### src/rtl/ram_loader.sv
// ram_loader: accepts a burst of words over a valid/ready stream and writes
// them to consecutive addresses of a RAM write port (wrapping at the top of
// the address space). It also keeps a running modulo-2^DATA_W checksum of
// the burst.
//
// Handshake: a word moves on a rising edge where i_in_valid=1 and
// o_in_ready=1. The source may hold i_in_valid low for any number of cycles.
// i_in_data is only looked at on a handshake edge. o_in_ready does not
// depend on i_in_valid.
module ram_loader #(
  parameter int ADDR_W = 8,
  parameter int DATA_W = 16
) (
  input  logic              i_clk,
  input  logic              i_rst_n,
  input  logic              i_start,
  input  logic [ADDR_W-1:0] i_base_addr,
  input  logic [ADDR_W:0]   i_length,
  input  logic              i_in_valid,
  input  logic [DATA_W-1:0] i_in_data,
  output logic              o_in_ready,
  output logic              o_ram_we,
  output logic [ADDR_W-1:0] o_ram_addr,
  output logic [DATA_W-1:0] o_ram_din,
  output logic              o_busy,
  output logic              o_done,
  output logic [DATA_W-1:0] o_checksum,
  output logic [1:0]        o_state
);

  typedef enum logic [1:0] {
    S_IDLE   = 2'd0,
    S_LOAD   = 2'd1,
    S_FINISH = 2'd2
  } state_t;

  localparam logic [ADDR_W-1:0] ADDR_ONE = {{(ADDR_W-1){1'b0}}, 1'b1};
  localparam logic [ADDR_W:0]   CNT_ONE  = {{ADDR_W{1'b0}}, 1'b1};

  state_t            r_state;
  state_t            w_next_state;
  logic [ADDR_W-1:0] r_addr;
  logic [ADDR_W:0]   r_remaining;
  logic [DATA_W-1:0] r_checksum;
  logic              r_ram_we;
  logic [ADDR_W-1:0] r_ram_addr;
  logic [DATA_W-1:0] r_ram_din;

  logic              w_in_ready;
  logic              w_handshake;
  logic              w_start_accept;

  // LOAD keeps one extra cycle after the last handshake, with ready low,
  // so the final registered write lands before FINISH raises done.
  assign w_in_ready     = (r_state == S_LOAD) && (r_remaining != '0);
  assign w_handshake    = w_in_ready && i_in_valid;
  assign w_start_accept = (r_state == S_IDLE) && i_start;

  assign o_in_ready = w_in_ready;
  assign o_ram_we   = r_ram_we;
  assign o_ram_addr = r_ram_addr;
  assign o_ram_din  = r_ram_din;
  assign o_busy     = (r_state != S_IDLE);
  assign o_done     = (r_state == S_FINISH);
  assign o_checksum = r_checksum;
  assign o_state    = r_state;

  // State register
  always_ff @(posedge i_clk or negedge i_rst_n) begin
    if (!i_rst_n) begin
      r_state <= S_IDLE;
    end else begin
      r_state <= w_next_state;
    end
  end

  // Next-state logic; start is only looked at in IDLE
  always_comb begin
    w_next_state = r_state;
    case (r_state)
      S_IDLE: begin
        if (i_start) begin
          w_next_state = (i_length == '0) ? S_FINISH : S_LOAD;
        end
      end
      S_LOAD: begin
        if (r_remaining == '0) begin
          w_next_state = S_FINISH;
        end
      end
      S_FINISH: begin
        w_next_state = S_IDLE;
      end
      default: begin
        w_next_state = S_IDLE;
      end
    endcase
  end

  // Burst bookkeeping: latch parameters on start, advance per handshake
  always_ff @(posedge i_clk or negedge i_rst_n) begin
    if (!i_rst_n) begin
      r_addr      <= '0;
      r_remaining <= '0;
      r_checksum  <= '0;
    end else if (w_start_accept) begin
      r_addr      <= i_base_addr;
      r_remaining <= i_length;
      r_checksum  <= '0;
    end else if (w_handshake) begin
      r_addr      <= r_addr + ADDR_ONE;
      r_remaining <= r_remaining - CNT_ONE;
      r_checksum  <= r_checksum + i_in_data;
    end
  end

  // Registered RAM write port: one-cycle pulse after each handshake,
  // address/data hold their last values otherwise
  always_ff @(posedge i_clk or negedge i_rst_n) begin
    if (!i_rst_n) begin
      r_ram_we   <= 1'b0;
      r_ram_addr <= '0;
      r_ram_din  <= '0;
    end else begin
      r_ram_we <= w_handshake;
      if (w_handshake) begin
        r_ram_addr <= r_addr;
        r_ram_din  <= i_in_data;
      end
    end
  end

endmodule

### config.mk
export PLATFORM = sky130hd
export DESIGN_NAME = ram_loader
export DESIGN_NICKNAME = d
export VERILOG_FILES = /design/src/rtl/ram_loader.sv
export SDC_FILE = /design/constraint.sdc
export NUM_CORES = 1
export LEC_CHECK = 0
export ABC_AREA = 1
export CORE_MARGIN = 4
export CORE_UTILIZATION = 64
export CTS_CLUSTER_SIZE = 14
export DETAILED_ROUTE_END_ITERATION = 16
export DONT_BUFFER_PORTS = 1
export PLACE_DENSITY = 0.8
export REMOVE_ABC_BUFFERS = 1
export SLEW_MARGIN = 20
export SYNTH_ARGS = -nofsm -noshare
export SYNTH_HDL_FRONTEND = slang
export SYNTH_SLANG_ARGS = --single-unit
export TNS_END_PERCENT = 10
### constraint.sdc
create_clock -name i_clk -period 1.8 [get_ports i_clk]
set_input_delay 0.09 -clock i_clk [delete_from_list [all_inputs] [get_ports i_clk]]
set_output_delay 0.09 -clock i_clk [all_outputs]
set_load 0.02 [all_outputs]
-- Yosys cells after proc, flatten, opt, wreduce, memory -nomap -nowiden
Index checks and enable logic that the tools add are counted.
- add/subtract/negate cells: 3
- equality and inequality tests: 4
- multiplexer cells: 10
- reduce and logical (&&, ||, !) cells: 10
- operator list (kind ; count):
    $mux 16 ; 2
    $logic_not 9->1 ; 2
    $mux 9 ; 2
    $add 16x16->16 ; 1
    $mux 8 ; 2
    $reduce_bool 9->1 ; 1
    $sub 9x1->9 const B ; 1
    $add 8x1->8 const B ; 1
    $mux 2 ; 3
    $pmux 2 s2 ; 1
    $reduce_bool 2->1 ; 2
    $logic_and 1x1->1 ; 3
    $eq 2x1->1 const B ; 1
    $eq 2x2->1 const B ; 1
    $logic_not 2->1 ; 1
    $ne 2x1->1 const B ; 1
    $ne 2x2->1 const B ; 1
    $reduce_and 2->1 ; 1
- register bits after elaboration: 60
- word-level logic and storage cells: 34

-- Depth between registers and ports, before layout
Gate-level depths: netlist of the first run.
- depth after elaboration: 5
- gate-level depth with buffers: 12

-- Least setup slack after synthesis of the first run
Ideal clock, no wire load.
- kind: flip-flop to flip-flop
- start point: reg r_checksum[0], in the netlist o_checksum[0]
- end point: reg r_checksum[12], in the netlist o_checksum[12]
- data arrival time: 1679 ps
- data required time: 1687 ps
- setup slack: 8 ps
- cell stages (with the launch flop): 12
- period minus slack after synthesis: 1792 ps
- path through: dfrtp_1 ha_1 fa_1 nand2_1 nand2_1 and2_1 nand3_1 nand3_1 nand2_1 nand3_1 nand2_1 inv_1
- cells in the longest elaborated chain, start to end: 3
- RTL lines (what ; RTL line ; RTL):
    start: declaration ; 44 ; logic [DATA_W-1:0] r_checksum;
    start signal: assignment ; 113 ; r_checksum <= r_checksum + i_in_data;
    $add 16x16->16 ; 113 ;
    $mux 16 ; 110 ; end else if (w_handshake) begin
    $mux 16 ; 106 ; end else if (w_start_accept) begin
Every way passes these cells. The select of a mux whose other input is x is not followed.
A chain may end at the register's enable or synchronous reset.

-- Worst setup path in the final report of the first run
- start point: reg r_remaining[0]
- end point: reg r_remaining[0]
- cells in the longest elaborated chain, start to end: 4
- elaborated cells between the ends (all ways): 7
- classes of those cells: add/sub: 1; mux: 2; reduce/logical: 4
- RTL lines (what ; RTL line ; RTL):
    start: declaration ; 43 ; logic [ADDR_W:0] r_remaining;
    start signal: assignment ; 108 ; r_remaining <= i_length;
    start signal: assignment ; 112 ; r_remaining <= r_remaining - CNT_ONE;
    branches (longest 4 deep; another with $sub 9x1->9) ; n/a ;
Parallel ways; which one is timed is not known. The select of a mux whose other input is x is not followed.

==> impl_metrics.toml, run 1 <==
[detailed_routing]
wl_per_cell_um = 16.4
vias = 3716
routed_wl_um = 10700
drtIter0Drc = 272
postRouteAntennaNets = 0
drc = 0
viasPerCell = 5.69
drt_first_pass_iters = 5

[critical_path]
cp-end-kind = "register"
arrival_ns = 2.04
rr_worst_depth = 11
start_kind = "register"
rrSetupSlack_ns = 0.02
crit_required_ns = 2.06
r2r-start = "r_remaining[0]"
crit_fanout = 20
rr_endpoint = "r_remaining[0]"
path_class = "register to register"

[cells_and_area]
seq_area_um2 = 1500
multi_input_area_um2 = 2070
fin_nets = 631
area_delta_synth_final_pct = 24.8
nFillCells = 355
drive_gt1_share_pct = 16.5
num_antenna_cells = 0

[hold_path]
holdPathStages = 4
hp-class = "input port to register"
min_to = "r_remaining[3]"
min_from = "i_length[3]"

[synthesis]
synthSimpleGateAreaFrac_pct = 37.1
avgSynthCellArea_um2 = 7.21
yosys.area_share.adder_pct = 6.19
ys_top_cells_by_area = "dfrtp_1 (40%), nand2_1 (22%), ha_1 (5.7%)"
ys_warn_count = 0
ys_seq_elements = 60
synth_mux_area_share_pct = 0
post_synth_xor_area_fraction_pct = 2.56
synth_top_family_by_area = "simple AND/OR/NAND/NOR gates"
synth_top_area_share_pct = 39.9
synth_largest_area_cell = "dfrtp_1"
seq_area_frac_synth_pct = 39.9
synth_compound_area_share_pct = 5.35
syn_area_um2 = 3760
synthCells = 522
ys_types = 33

[global_routing]
grt_pass1_vias = 3688
busiest_layer = "met2"
overflow = 0
global_route.usage.met3_pct = 6.87
grt_start_max_net_pins = 61
antenna_found_initial = 0
met2_usage_pct = 50.2
grt_pass1_wl_um = 16900
track_usage_pct = 29.4
grt_use_met1_pct = 36.0

[clock_network]
cts_buffers = 9
cts_root_buffer = "clkbuf_8"
cts_tree = "yes"
clock_sinks = 60
cts_buffer_depth = 2
clk_latency_ns = 0.34
htree_levels = 3
cts.reportedPaths.clkPinSlew_ns = 0.07

[floorplan]
start_util_pct = 67.1
ios = 83
rows = 27
fp.dieW_um = 84.7
dieArea_um2 = 7170
die_h_um = 84.7
core_area_um2 = 5610

[power]
power_per_cell_area_nw_per_um2 = 1870
p_leak_nw = 2.49
vdd_ir_drop_max_mv = 1.00
power_w = 0.00877

[placement]
post-place-ws_ns = -0.0147
gp_congestion = 0.880
portBuffers = 0
hpwl_um = 6440

[outcome]
status = "complete, no violations"

[sta]
clock_skew_ns = 0.0128
tightest_slew_ns = 0.814
period_needed_ns = 1.78
layout_setup_ws_ns = 0.0221
slew_headroom_pct = 45.7
maxSlewViolCount = 0
post-route-period-util_pct = 98.8
hold_violations = 0
setup_viol_count_final = 0
rsz0062_at_grt = "true"
whs_ns = 0.00931
max_freq_mhz = 562

[job]
maxCapViolations = 0
-- layer usage --
layer	share of wire [%]	routed length [um]	up-vias
met2	51	5480	198
met1	37	4000	1753
met3	8.3	893	36
met5	0	0	-
li1	-	-	1729
met4	3.3	352	0
-- state kept, by name (all words and copies together), names as in the netlist --
register     flops
o_ram_we         1
o_ram_addr       8
r_remaining      9
o_ram_din       16
o_checksum      16
r_addr           8
o_state          2
-- worst max path at each step --
stage                     endpoint  slack [ns]           start
global placement    o_checksum[12]        0.06   o_checksum[0]
CTS                      r_addr[7]       -0.01  r_remaining[0]
floorplan                r_addr[4]       -0.45      o_state[0]
global route        o_checksum[15]       -0.07   o_checksum[4]
detailed placement  o_checksum[14]       -0.01   o_checksum[0]
finish              r_remaining[0]        0.02  r_remaining[0]
-- synthesized netlist by cell type --
library cell	n
a21boi_0	2
a21oi_1	11
and2_1	1
buf_1	1
buf_2	6
buf_4	2
buf_6	4
buf_8	1
clkbuf_1	2
dfrtp_1	60
fa_1	1
ha_1	17
inv_1	54
inv_2	4
nand2_1	222
nand2_2	1
nand2_4	3
nand3_1	36
nand3_2	6
nand3_4	1
nand3b_1	2
nand4_1	4
nor2_1	34
nor2_2	1
nor2_4	1
nor3_1	6
o211ai_2	2
o21ai_0	11
o21ai_1	5
o21ai_2	3
or2_2	7
xnor2_1	7
xor2_1	4
-- through the flow --
stage	util, %	cell area [um^2]	cells	TNS (ns)
floorplan	-	3650	506	-15.52
global placement	70.6	3960	603	0
global route	83.7	4700	653	-0.784
CTS	80.8	4530	651	-0.0240
detailed placement	70.6	3960	603	-0.0214
finish	83.7	4700	653	0
-- layout make-up --
class	count	share of cell area, %
clock buffer	13	3.81
clock inverter	3	0.906
inverter	58	4.64
multi-input combinational	388	44.0
sequential	60	32.0
tap	72	1.92
timing repair buffer	59	12.8
-- placed cells by master (no fill, tap or decap), types with 2 or more instances in the layout --
cell type	count
a21boi_1	2
a21oi_1	8
a21oi_2	3
buf_12	3
buf_4	22
clkbuf_8	13
dfrtp_1	60
dlygate4sd3_1	31
ha_1	7
ha_2	4
ha_4	6
inv_1	53
inv_2	5
nand2_1	216
nand2_2	7
nand2_8	2
nand3_1	35
nand3_2	7
nand3b_1	2
nand4_1	4
nor2_1	34
nor3_1	6
o211ai_2	2
o21ai_0	11
o21ai_1	5
o21ai_2	3
or2_2	7
xnor2_1	7
xor2_1	4
-- logic make-up (layout without fill, tap and decap cells) --
family | after synthesis | count (layout)
AND/OR/NAND/NOR | 325 | 325
buffers and inverters | 74 | 133
flip-flops | 60 | 60
AO/OA/AOI/OAI | 34 | 34
adder cells (fa/ha/maj) | 18 | 18
XOR/XNOR | 11 | 11
-- worst max-delay path, stage by stage, from the launching register on --
cell      delay (ns)
dfrtp_1         0.43
inv_2           0.12
ha_4            0.17
nand3_4         0.09
nor2_4          0.13
nand2_2         0.07
nand2_4         0.08
inv_2           0.07
nand2_8         0.14
buf_12          0.17
nand3_1         0.10
o211ai_2        0.11
-- power by group --
| part | switching (W) | internal, W |
|---|---|---|
| clock network | 0.000541 | 0.000788 |
| logic | 0.00281 | 0.00178 |
| registers | 0.000880 | 0.00197 |
| total | 0.00423 | 0.00454 |
-- repair_timing --
action | CTS | global route
hold buffers | 32 | 0
endpoints found under the hold margin | 91 | 0
setup buffers | 0 | 1
pin swaps | 0 | 5
setup endpoints to repair | 7 | 56
gates cloned | 0 | 1
resized for setup | 3 | 26
No activity file was read; power rests on OpenSTA's default activity.
==> run 2: changes to the inputs <==
--- a/config.mk
+++ b/config.mk
@@ -11,7 +11,7 @@
 export CTS_CLUSTER_SIZE = 14
 export DETAILED_ROUTE_END_ITERATION = 16
 export DONT_BUFFER_PORTS = 1
-export PLACE_DENSITY = 0.8
+export PLACE_DENSITY = 0.88
 export REMOVE_ABC_BUFFERS = 1
 export SLEW_MARGIN = 20
 export SYNTH_ARGS = -nofsm -noshare
==> impl_metrics.toml, run 2 (same netlist as run 1, synthesis figures left out) <==
[clock_network]
htree_levels = 3
cts_tree = "yes"
cts.reportedPaths.clkPinSlew_ns = 0.07
clk_latency_ns = 0.34
clock_sinks = 60
cts_buffer_depth = 2
cts_buffers = 9
cts_root_buffer = "clkbuf_8"

[global_routing]
antenna_found_initial = 0
global_route.usage.met3_pct = 7.56
overflow = 0
grt_use_met1_pct = 33.4
grt_pass1_wl_um = 16800
met2_usage_pct = 50.4
grt_start_max_net_pins = 61
grt_pass1_vias = 3705
busiest_layer = "met2"
track_usage_pct = 28.9

[hold_path]
hp-class = "input port to register"

[critical_path]
start_kind = "register"
rr_endpoint = "o_checksum[14]"
arrival_ns = 1.97
cp-end-kind = "register"
crit_required_ns = 2.04
critPathLaunch = "o_checksum[0]"
crit_fanout = 3
rrSetupSlack_ns = 0.07
crit_path_end = "o_checksum[14]"
path_class = "register to register"
r2r-start = "o_checksum[0]"
rr_worst_depth = 12

[placement]
gp_congestion = 0.959
hpwl_um = 6530
portBuffers = 0

[floorplan]
rows = 27
core_area_um2 = 5610
die_h_um = 84.7
dieArea_um2 = 7170
fp.dieW_um = 84.7
start_util_pct = 67.1
ios = 83

[sta]
rsz0062_at_grt = "true"
max_freq_mhz = 577
tightest_slew_ns = 0.742
final.setup.tns_ns = 0
clock_skew_ns = 0.00803
maxSlewViolCount = 0
hold_violations = 0
period_needed_ns = 1.73
slew_headroom_pct = 50.5
post-route-period-util_pct = 96.3
setup_viol_count_final = 0

[power]
power_w = 0.00817
p_leak_nw = 2.45
vdd_ir_drop_max_mv = 0.996
power_per_cell_area_nw_per_um2 = 1800

[detailed_routing]
routed_wl_um = 9910
drt_first_pass_iters = 5
wl_per_cell_um = 15.1
postRouteAntennaNets = 0
drc = 0
drtIter0Drc = 175
viasPerCell = 5.49
vias = 3596

[cells_and_area]
multi_input_area_um2 = 1980
drive_gt1_share_pct = 14.4
layout_common_cells = "nand2_1 (218), dfrtp_1 (60), inv_1 (54), nand3_1 (36), nor2_1 (34)"
nFillCells = 367
num_antenna_cells = 0
utilization_pct = 81.1
fin_nets = 633
seq_area_um2 = 1500
final_common_cell = "nand2_1"
area_delta_synth_final_pct = 20.8

[job]
maxCapViolations = 0

[outcome]
status = "complete, no violations"
-- run 2: final cells by class --
type / instances / share of cell area, %
well taps: 72 / 1.98
clock inverters: 6 / 0.908
inverters: 58 / 4.79
repair buffers: 61 / 12.9
multi-input cells: 388 / 43.5
flip-flops and latches: 60 / 33.0
clock buffers: 10 / 2.81
-- run 2: per-stage QoR --
step	std cells	area [um^2]	hold WS (ns)	setup slack, ns
after floorplan	506	3650	-0.206	-0.454
after global placement	605	3950	-0.204	0.0628
after detailed placement	605	3950	-0.204	-0.00413
after CTS	655	4480	0.00123	0.000480
after global routing	655	4550	0.0253	-0.0209
final	655	4550	0.0130	0.0662
-- run 2: worst min path at each step --
| stage | startpoint | end | slack (ns) | cells past startpoint |
|---|---|---|---|---|
| floorplan | i_rst_n | o_checksum[0] | -0.21 | 0 |
| global placement | i_rst_n | o_ram_addr[3] | -0.20 | 0 |
| detailed placement | i_rst_n | o_ram_addr[3] | -0.20 | 0 |
| CTS | i_length[6] | o_state[0] | 0.001 | 4 |
| global route | i_length[1] | r_remaining[1] | 0.03 | 4 |
| finish | i_length[1] | r_remaining[1] | 0.01 | 4 |
-- run 2: timing repair --
item | CTS | global route
setup buffers | 0 | 0
endpoints found under the setup margin | 4 | 45
pin swaps | 1 | 0
endpoints found under the hold margin | 92 | 0
hold buffers | 34 | 0
gates resized for setup | 2 | 18
-- run 2: critical path, stage by stage, from the launching register on --
cell      delay (ns)
dfrtp_1         0.39
ha_2            0.19
fa_2            0.35
nand2_2         0.08
nand2_1         0.07
nand3b_1        0.10
nand2_2         0.09
nand2_1         0.09
nand2_1         0.06
nand2_1         0.06
nand3_1         0.06
nand2_1         0.07
inv_1           0.04
-- run 2: metal layers --
metal / vias up / part of all wire [%]
met5: - / 0
li1: 1734 / -
met1: 1670 / 38
met2: 167 / 52
met4: 0 / 2.3
met3: 25 / 7.6
-- run 2: power breakdown --
part	switching, W	leakage, nW	internal [W]
combinational	0.00265	1.62	0.00165
sequential	0.000830	0.748	0.00197
clock	0.000574	0.0783	0.000496
